## config.mk

```make
export PLATFORM = sky130hd
export DESIGN_NAME = sine_dac_seq
export DESIGN_NICKNAME = d
export VERILOG_FILES = /design/src/rtl/sine_dac_seq_pkg.sv /design/src/rtl/sine_rom.sv /design/src/rtl/sine_dac_seq.sv
export SDC_FILE = /design/constraint.sdc
export NUM_CORES = 1
export LEC_CHECK = 0
export BUFFER_PORTS_ARGS = -buffer_cell sky130_fd_sc_hd__buf_2
export CORE_UTILIZATION = 40
export CTS_BUF_LIST = sky130_fd_sc_hd__clkbuf_16
export CTS_CLUSTER_DIAMETER = 80
export DETAILED_ROUTE_END_ITERATION = 16
export GPL_TIMING_DRIVEN = 0
export PLACE_DENSITY = 0.7
export SETUP_SLACK_MARGIN = 0.05
export SLEW_MARGIN = 20
export SYNTH_ARGS = -nofsm -noshare
export SYNTH_HDL_FRONTEND = slang
export SYNTH_SLANG_ARGS = --single-unit
```

## constraint.sdc

```tcl
create_clock -name clk_i -period 3.3 [get_ports clk_i]
set_input_delay 0.33 -clock clk_i [delete_from_list [all_inputs] [get_ports clk_i]]
set_output_delay 0.33 -clock clk_i [all_outputs]
set_load 0.02 [all_outputs]
```

## src/rtl/sine_dac_seq_pkg.sv

```systemverilog
// ============================================================================
// sine_dac_seq_pkg : FSM state type, default widths/command and sine quarter-wave table
// Rev 1.0
// ============================================================================
`default_nettype none

package sine_dac_seq_pkg;

   localparam int         SDS_ADDR_W = 8;
   localparam int         SDS_DATA_W = 12;
   localparam int         SDS_PER_W  = 16;
   localparam logic [3:0] SDS_CMD    = 4'b0011;

   typedef enum logic [2:0] {
      IDLE     = 3'd0,
      LOAD     = 3'd1,
      FETCH    = 3'd2,
      START    = 3'd3,
      WAIT_EOW = 3'd4,
      HOLD     = 3'd5
   } state_t;

   // round(2047.5 + 2047.5*sin(2*pi*k/256)) for k = 0..64
   localparam logic [11:0] SINE_QUARTER [0:64] = '{
      12'd2048, 12'd2098, 12'd2148, 12'd2198, 12'd2248, 12'd2298, 12'd2348, 12'd2398,
      12'd2447, 12'd2496, 12'd2545, 12'd2594, 12'd2642, 12'd2690, 12'd2737, 12'd2784,
      12'd2831, 12'd2877, 12'd2923, 12'd2968, 12'd3013, 12'd3057, 12'd3100, 12'd3143,
      12'd3185, 12'd3226, 12'd3267, 12'd3307, 12'd3346, 12'd3385, 12'd3423, 12'd3459,
      12'd3495, 12'd3530, 12'd3565, 12'd3598, 12'd3630, 12'd3662, 12'd3692, 12'd3722,
      12'd3750, 12'd3777, 12'd3804, 12'd3829, 12'd3853, 12'd3876, 12'd3898, 12'd3919,
      12'd3939, 12'd3958, 12'd3975, 12'd3992, 12'd4007, 12'd4021, 12'd4034, 12'd4045,
      12'd4056, 12'd4065, 12'd4073, 12'd4080, 12'd4085, 12'd4089, 12'd4093, 12'd4094,
      12'd4095
   };

   // Lower half mirrors the upper half around 2047.5; k=128 is the exact midpoint tie.
   function automatic logic [11:0] sine_value(input logic [7:0] k);
      logic [6:0]  fwd;
      logic [6:0]  rev;
      logic [11:0] val;
      fwd = {1'b0, k[5:0]};
      rev = 7'd64 - fwd;
      case (k[7:6])
         2'd0:    val = SINE_QUARTER[fwd];
         2'd1:    val = SINE_QUARTER[rev];
         2'd2:    val = (k == 8'd128) ? 12'd2048 : 12'd4095 - SINE_QUARTER[fwd];
         default: val = 12'd4095 - SINE_QUARTER[rev];
      endcase
      return val;
   endfunction

endpackage

`default_nettype wire

```

## src/rtl/sine_rom.sv

```systemverilog
// ============================================================================
// sine_rom : 256 x 12 full-period sine table, synchronous read, 1-cycle latency
// Rev 1.0
// ============================================================================
`default_nettype none

module sine_rom
   import sine_dac_seq_pkg::*;
#(
   parameter int AddrW = SDS_ADDR_W,
   parameter int DataW = SDS_DATA_W
) (
   input  logic             clk_i,
   input  logic             rst_i,
   input  logic [AddrW-1:0] addr,
   output logic [DataW-1:0] data
);

   always_ff @(posedge clk_i or negedge rst_i) begin
      if (!rst_i) begin
         data <= '0;
      end else begin
         data <= DataW'(sine_value(8'(addr)));
      end
   end

endmodule

`default_nettype wire

```

## src/rtl/sine_dac_seq.sv

```systemverilog
// ============================================================================
// sine_dac_seq : paced sine sample sequencer feeding an SPI DAC writer
// Rev 1.0 -- optional amplitude scaling port amp_i via SINE_DAC_SEQ_AMP_EN
// ============================================================================
`default_nettype none

module sine_dac_seq
   import sine_dac_seq_pkg::*;
#(
   parameter int         AddrW = SDS_ADDR_W,
   parameter int         DataW = SDS_DATA_W,
   parameter int         PerW  = SDS_PER_W,
   parameter logic [3:0] Cmd   = SDS_CMD
) (
   input  logic             clk_i,
   input  logic             rst_i,
   input  logic             en_i,
   input  logic [AddrW-1:0] step_i,
   input  logic [PerW-1:0]  period_i,
   input  logic             eow_i,
`ifdef SINE_DAC_SEQ_AMP_EN
   input  logic [1:0]       amp_i,
`endif
   output logic [15:0]      din_o,
   output logic             strw_o,
   output logic             busy_o
);

   state_t           state;
   state_t           state_nx;
   logic [AddrW-1:0] phase;
   logic [PerW-1:0]  cnt;
   logic [PerW-1:0]  period_q;
   logic [PerW-1:0]  hold_thresh;
   logic [DataW-1:0] rom_data;
   logic [DataW-1:0] sample;

   sine_rom #(
      .AddrW (AddrW),
      .DataW (DataW)
   ) u_rom (
      .clk_i (clk_i),
      .rst_i (rst_i),
      .addr  (phase),
      .data  (rom_data)
   );

`ifdef SINE_DAC_SEQ_AMP_EN
   localparam logic signed [DataW:0] MID = {2'b01, {(DataW-1){1'b0}}};
   logic signed [DataW:0] centered;
   assign centered = $signed({1'b0, rom_data}) - MID;
   assign sample   = DataW'((centered >>> amp_i) + MID);
`else
   assign sample = rom_data;
`endif

   // LOAD+FETCH+START take three cycles after HOLD, so HOLD releases at P-3;
   // short periods collapse to the minimum loop, which the eow wait already exceeds.
   assign hold_thresh = (period_q < PerW'(4)) ? PerW'(1) : period_q - PerW'(3);

   always_comb begin
      state_nx = state;
      strw_o   = 1'b0;
      busy_o   = 1'b1;
      case (state)
         IDLE: begin
            busy_o = 1'b0;
            if (en_i) state_nx = LOAD;
         end
         LOAD:     state_nx = FETCH;
         FETCH:    state_nx = START;
         START: begin
            strw_o   = 1'b1;
            state_nx = WAIT_EOW;
         end
         WAIT_EOW: if (eow_i) state_nx = HOLD;
         HOLD: begin
            if (!en_i)                   state_nx = IDLE;
            else if (cnt >= hold_thresh) state_nx = LOAD;
         end
         default:  state_nx = IDLE;
      endcase
   end

   always_ff @(posedge clk_i or negedge rst_i) begin
      if (!rst_i) begin
         state <= IDLE;
      end else begin
         state <= state_nx;
      end
   end

   always_ff @(posedge clk_i or negedge rst_i) begin
      if (!rst_i) begin
         phase    <= '0;
         cnt      <= '0;
         period_q <= '0;
         din_o    <= 16'h0000;
      end else begin
         if (state_nx == IDLE) begin
            phase <= '0;
         end else if (state == START) begin
            phase <= phase + step_i;
         end
         // Cleared on leaving FETCH so the counter reads 0 during START.
         if (state == FETCH) begin
            cnt <= '0;
         end else if (cnt != '1) begin
            cnt <= cnt + PerW'(1);
         end
         if (state == START) begin
            period_q <= period_i;
         end
         if (state == FETCH) begin
            din_o <= {Cmd, sample};
         end
      end
   end

endmodule

`default_nettype wire

```

==> impl_metrics.py, run 1 <==
metrics = {
    "timing": {
        "fin_skew_ps": 8.38,
        "fin_hold_ws_ps": 181,
        "min_period_ps": 3210,
        "fin_crit_sh_pct": 97.3,
        "hold_viol": 0,
        "fmax_mhz": 311,
        "max-slew-margin-rel_pct": 48.8,
        "final-setup-viol-count": 0,
        "worstMarginPinSlew_ps": 762,
        "slew_viol_final": 0,
        "rsz0062_at_grt": "yes",
    },
    "global_routing": {
        "use_met2_pct": 38.3,
        "grt_max_degree": 58,
        "grt_util_met1_pct": 33.6,
        "busiest_layer": "met2",
        "grt_pass1_vias": 5826,
        "grtUsageTotal_pct": 24.1,
        "grt_pass1_wl_um": 30500,
        "gr-usage-met3_pct": 3.06,
        "antenna_found_initial": 0,
        "grt-ovfl-total": 0,
    },
    "clock_network": {
        "cts_num_sinks": 68,
        "numCtsBuffers": 9,
        "clock_latency_ps": 330,
        "cts_max_level": 3,
        "path_clk_slew_ps": 60,
        "cts_root_buf": "clkbuf_16",
        "clock_path_buffers": 2,
        "tritoncts": "built",
    },
    "drt": {
        "vias": 6243,
        "drtPass1Iterations": 5,
        "antenna_left": 0,
        "drtIter0Drc": 641,
        "post-route-drc-count": 0,
        "wl_per_cell_um": 18.6,
        "wl_um": 19200,
        "vias_per_cell": 6.04,
    },
    "setup_path": {
        "path_cells": "buf_6 -> clkbuf_8 -> inv_2 -> ha_2 -> nor3b_4 -> buf_4 -> xor2_4 -> clkbuf_4 -> o21ai_0 -> o32a_1 -> o211a_1 -> a31o_1",
        "cp.arrival_ps": 3430,
        "critPathKind": "flop to flop",
        "r2r_end": "u_rom.data[3]$_DFF_PN0_",
        "cp.depth": 12,
        "max_stage_delay_ps": 480,
        "critPathLaunchType": "flop",
        "required_ps": 3520,
        "endpoint": "u_rom.data[3]$_DFF_PN0_",
        "worst-r2r-cell-count": 12,
        "reg2reg_slack_ps": 90,
        "crit_slowest_cell": "dfrtp_2",
        "cp_num_buf_inv": 5,
        "cp_top_family": "buffers and inverters",
        "path_max_fanout": 10,
        "r2r_start": "phase[0]$_DFFE_PN0P_",
        "crit_path_end_kind": "flop",
        "startpoint": "phase[0]$_DFFE_PN0P_",
    },
    "floorplan": {
        "dieArea_mm2": 0.0159,
        "die_width_um": 126,
        "io_pins": 46,
        "die_h_um": 126,
        "start_util_pct": 41.7,
        "rows": 44,
        "core_area_mm2": 0.0148,
    },
    "synthesis": {
        "synth-seq-area-share_pct": 27.7,
        "synthFlopType": "dfrtp_1",
        "yosysWarnings": 0,
        "ys_async_sr_fraction_pct": 100,
        "syn-cell-area_mm2": 0.00615,
        "synth_top_area_share_pct": 27.7,
        "syn_area_per_cell_um2": 7.91,
        "synthCells": 778,
        "ys_seq_elements": 68,
        "synth_edf_count": 0,
        "yosys.area.top_type": "dfrtp_1",
        "ys_types": 75,
        "synth_area_leaders": "dfrtp_1 28%, ha_1 8.7%, nand2_1 7.8%",
    },
    "cells_and_area": {
        "fin_nets": 919,
        "final_cell_mix": "124 x nand2_1, 68 x nor2_1, 65 x dfrtp_1",
        "syn2layout_area_growth_pct": 16.9,
        "multiInputGateArea_mm2": 0.00427,
        "mostFrequentLayoutCell": "nand2_1",
        "drive_above_1_share_pct": 18.2,
        "fillCellCount": 1435,
        "antenna_cells": 0,
        "regArea_mm2": 0.00171,
    },
    "job": {
        "cap_violations": 0,
    },
    "placement": {
        "io_buffers": 43,
        "dp_hpwl_um": 13500,
        "routabilityCongestion": 0.956,
    },
    "run_status": {
        "status": "complete, no violations",
    },
    "worst_hold_path": {
        "hp-class": "input port to flop",
    },
}
[how the worst min path moves through the flow]
stage	endpoint	cells past startpoint	slack, ps	startpoint
6_report	period_q[13]$_DFFE_PN0P_	3	180	period_i[13]
5_1_grt	period_q[13]$_DFFE_PN0P_	3	190	period_i[13]
4_1_cts	period_q[13]$_DFFE_PN0P_	3	180	period_i[13]
3_5_place_dp	period_q[5]$_DFFE_PN0P_	1	190	rst_i
3_3_place_gp	din_o[11]$_DFFE_PN0N_	1	460	u_rom.data[11]$_DFF_PN0_
2_1_floorplan	cnt[0]$_DFFE_PN0P_	0	30	rst_i
[cells by family (layout without fill, tap and decap cells)]
logic type | after synthesis | after routing | share of synthesized area [%]
fa+ha+maj | 46 | 46 | 9.56
compound gates | 214 | 214 | 22.9
buf+inv | 80 | 151 | 5.53
xor+xnor | 36 | 36 | 5.37
other cells | 1 | 2 | 0.0610
mux | 36 | 36 | 6.75
flops | 68 | 68 | 27.7
simple gates | 297 | 297 | 22.2
[synth_stat cells (all sizes together) (7+ instances only)]
library cell / count
nand3: 19
a211oi: 13
nor3: 26
a21o: 15
mux2i: 19
buf: 26
mux2: 14
inv: 17
nand2: 128
dfrtp: 68
nand4: 9
nor2: 69
a21oi: 55
xor2: 21
o211ai: 10
xnor2: 15
o21ai: 43
ha: 43
a31oi: 14
nand2b: 10
clkbuf: 37
nor2b: 7
[layer usage]
layer | vias up | wire, um
li1 | 2922 | -
met1 | 2950 | 8490
met2 | 322 | 8660
met3 | 49 | 1620
met4 | 0 | 474
met5 | - | 0
[worst min-delay path, cell delays in order]
cell and delay, ps:
buf_2 70, nand2_1 40, nand2_1 40
[state kept, by name (all words and copies together), names as in the netlist]
name,count
state,3
phase,8
period_q,16
cnt,16
u_rom.data,12
din_o,13
[timing repair]
item,CTS,global route
gates cloned,0,1
buffers inserted,1,9
pin swaps,1,13
endpoints found under the hold margin,11,0
endpoints found under the setup margin,12,10
hold buffers,1,0
gates resized for setup,23,31
[per-stage QoR]
step | worst slack [ps] | cell area [um2] | utilization [%] | TNS (ps) | std cells
after floorplan | 159 | 6160 | - | 0 | 779
after global placement | -739 | 6600 | 44.7 | -6460 | 1006
after detailed placement | -712 | 6630 | 44.9 | -6400 | 1007
after CTS | 52.1 | 6980 | 47.3 | 0 | 1024
after global routing | -35.3 | 7190 | 48.8 | -35.3 | 1034
final | 89.1 | 7190 | 48.8 | 0 | 1034
[area by class of cell]
cell class / instances / area share (%)
inverters: 17 / 0.974
repair buffers: 56 / 4.66
multi-input cells: 631 / 59.4
plain buffers: 63 / 4.44
clock buffers: 9 / 3.13
flip-flops and latches: 68 / 23.7
well taps: 184 / 3.20
clock inverters: 6 / 0.470
Power of run 1 is left out: the tool's default activity adds up to more than one toggle a clock period on the data nets, which glitch-free logic cannot reach.
==> run 2: changes to the inputs <==
--- a/config.mk
+++ b/config.mk
@@ -5,13 +5,15 @@
 export SDC_FILE = /design/constraint.sdc
 export NUM_CORES = 1
 export LEC_CHECK = 0
+export ABC_AREA = 1
 export BUFFER_PORTS_ARGS = -buffer_cell sky130_fd_sc_hd__buf_2
+export CAP_MARGIN = 20
 export CORE_UTILIZATION = 40
 export CTS_BUF_LIST = sky130_fd_sc_hd__clkbuf_16
 export CTS_CLUSTER_DIAMETER = 80
 export DETAILED_ROUTE_END_ITERATION = 16
 export GPL_TIMING_DRIVEN = 0
-export PLACE_DENSITY = 0.7
+export PLACE_DENSITY = 0.68
 export SETUP_SLACK_MARGIN = 0.05
 export SLEW_MARGIN = 20
 export SYNTH_ARGS = -nofsm -noshare
==> constraint.sdc (replaced) <==
create_clock -name clk_i -period 3.6 [get_ports clk_i]
set_input_delay 0.36 -clock clk_i [delete_from_list [all_inputs] [get_ports clk_i]]
set_output_delay 0.36 -clock clk_i [all_outputs]
set_load 0.02 [all_outputs]
==> impl_metrics.py, run 2 <==
metrics = {
    "clock_network": {
        "cts_max_level": 3,
        "clock_path_buffers": 2,
        "cts_root_buf": "clkbuf_16",
        "tritoncts": "built",
        "post_cts_buffers": 0,
        "numCtsBuffers": 9,
        "clock_latency_ps": 340,
        "path_clk_slew_ps": 60,
        "cts_num_sinks": 68,
    },
    "timing": {
        "worstMarginPinSlew_ps": 544,
        "fin_skew_ps": 6.78,
        "fin_crit_sh_pct": 88.3,
        "min_period_ps": 3180,
        "setup_tns_ps": 0,
        "slew_viol_final": 0,
        "hold_viol": 0,
        "final-setup-viol-count": 0,
        "fmax_mhz": 314,
        "max-slew-margin-rel_pct": 63.6,
        "rsz0062_at_grt": "no",
    },
    "setup_path": {
        "path_cells": "clkbuf_2 -> inv_1 -> ha_1 -> ha_1 -> buf_4 -> inv_1 -> o21ai_0 -> nand2_1 -> nand2_1 -> nand2_1 -> nand2_1 -> nand2_1 -> nand2_1 -> nand3_1 -> nand2_1 -> a21oi_2",
        "required_ps": 3860,
        "critPathLaunchType": "flop",
        "critPathKind": "flop to flop",
        "crit_top_cell": "nand2_1",
        "path_max_fanout": 10,
        "crit_slowest_cell": "dfrtp_1",
        "worst-r2r-cell-count": 16,
        "cp.arrival_ps": 3440,
        "crit_path_end_kind": "flop",
        "max_stage_delay_ps": 540,
        "reg2reg_slack_ps": 420,
        "r2r_start": "phase[1]$_DFFE_PN0P_",
        "r2r_end": "u_rom.data[0]$_DFF_PN0_",
    },
    "synthesis": {
        "synthCells": 1018,
        "yosysMostFrequentCell": "nand2_1",
        "syn_area_per_cell_um2": 6.26,
        "syn-cell-area_mm2": 0.00637,
        "ys_seq_elements": 68,
        "synth-seq-area-share_pct": 26.7,
        "synth_edf_count": 0,
        "yosys.area.top_type": "dfrtp_1",
        "synth_top_area_share_pct": 26.7,
        "ys_types": 45,
        "synth_commonest_cells": "368 x nand2_1, 117 x nand3_1, 89 x inv_1",
        "synth_area_leaders": "dfrtp_1 27%, nand2_1 22%, nand3_1 9.2%",
        "ys_async_sr_fraction_pct": 100,
        "synthFlopType": "dfrtp_1",
        "yosysWarnings": 0,
    },
    "run_status": {
        "status": "complete, no violations",
    },
    "floorplan": {
        "rows": 45,
        "die_width_um": 128,
        "die_h_um": 128,
        "start_util_pct": 41.5,
        "core_area_mm2": 0.0154,
        "io_pins": 46,
        "dieArea_mm2": 0.0164,
    },
    "global_routing": {
        "antenna_found_initial": 0,
        "grt_max_degree": 44,
        "grt_pass1_wl_um": 30200,
        "grtUsageTotal_pct": 23.2,
        "grt-ovfl-total": 0,
        "grt_pass1_vias": 6134,
    },
    "placement": {
        "routabilityCongestion": 0.955,
        "io_buffers": 43,
        "dp_hpwl_um": 13900,
    },
    "cells_and_area": {
        "fillCellCount": 1643,
        "mostFrequentLayoutCell": "nand2_1",
        "reg.largest.list": "cnt x16, period_q x16, din_o x13",
        "final_cell_mix": "368 x nand2_1, 117 x nand3_1, 90 x inv_1",
        "regArea_mm2": 0.00170,
        "syn2layout_area_growth_pct": 12.6,
        "antenna_cells": 0,
        "drive_above_1_share_pct": 11.6,
        "multiInputGateArea_mm2": 0.00403,
        "fin_nets": 1148,
    },
    "drt": {
        "drtIter0Drc": 605,
        "drtPass1Iterations": 5,
        "wl_um": 18100,
        "vias_per_cell": 5.15,
        "wl_per_cell_um": 14.0,
        "antenna_left": 0,
        "vias": 6652,
        "post-route-drc-count": 0,
    },
    "worst_hold_path": {
        "min_to": "period_q[14]$_DFFE_PN0P_",
        "worstHoldStart": "period_i[14]",
        "hp-class": "input port to flop",
        "min_path_cells": 3,
    },
    "job": {
        "cap_violations": 0,
    },
}
run 2: cell count changes after synthesis, moves of 15 or more:
cell / before / now
nand2_1: 128 / 368
nand3_1: 19 / 117
inv_1: 12 / 89
clkbuf_1: 36 / 13
o21ai_0: 28 / 50
mux2i_1: 19 / 0
a21oi_1: 55 / 39
a21o_1: 15 / 0
run 2: worst max-delay path, delay by kind of cell (launching register included):
family / cells / cell delay [ps]
buf+inv: 4 / 940
flops: 1 / 540
fa+ha+maj: 2 / 610
compound gates: 2 / 390
simple gates: 8 / 630
run 2: cell families after synthesis:
family	count (synthesis)	synth area share, %
and+or+nand+nor	633	42.6
buffers and inverters	143	10.2
AOI/OAI and AO/OA	120	10.3
DFF	68	26.7
adders and majority gates	45	9.07
xor gates and xnor gates	8	1.10
other	1	0.0588
run 2: what timing repair did:
item,in CTS,in global routing
setup endpoints to repair,0,8
resized for setup,0,2
hold buffers,1,0
hold endpoints to repair,25,0
run 2: worst max path at each step:
stage | cells past startpoint | slack [ps] | from | endpoint
5_1_grt | 16 | 170 | phase[1]$_DFFE_PN0P_ | u_rom.data[0]$_DFF_PN0_
3_3_place_gp | 17 | 200 | phase[1]$_DFFE_PN0P_ | u_rom.data[1]$_DFF_PN0_
2_1_floorplan | 17 | 990 | phase[1]$_DFFE_PN0P_ | u_rom.data[7]$_DFF_PN0_
6_report | 16 | 420 | phase[1]$_DFFE_PN0P_ | u_rom.data[0]$_DFF_PN0_
3_5_place_dp | 16 | 220 | phase[1]$_DFFE_PN0P_ | u_rom.data[0]$_DFF_PN0_
4_1_cts | 16 | 200 | phase[1]$_DFFE_PN0P_ | u_rom.data[0]$_DFF_PN0_
run 2: metal layers:
layer  global-route usage, %  vias up  routed length [um]
li1                        -     3403                   -
met2                    36.6      204                8160
met3                    3.80       32                1040
met1                    31.6     3013                8400
met5                       0        -                   0
met4                    9.34        0                 484
run 2: final cells by class:
class                   instances  share of cell area, %
multi-input cells             808                   56.1
flip-flops and latches         68                   23.7
inverters                      96                   5.13
plain buffers                  47                   3.91
well taps                     211                   3.68
repair buffers                 45                   3.45
clock buffers                   9                   3.14
clock inverters                 7                  0.820
run 2: through the flow:
stage	cells	worst slack [ps]	utilization [%]	cell area, um2	hold WS, ps
floorplan	1019	989	-	6380	64.4
global placement	1273	204	44.6	6860	430
detailed placement	1274	222	44.7	6880	301
CTS	1291	198	46.7	7170	205
global route	1291	165	46.7	7170	216
finish	1291	420	46.7	7170	214
Power of run 2 is left out for the same reason.
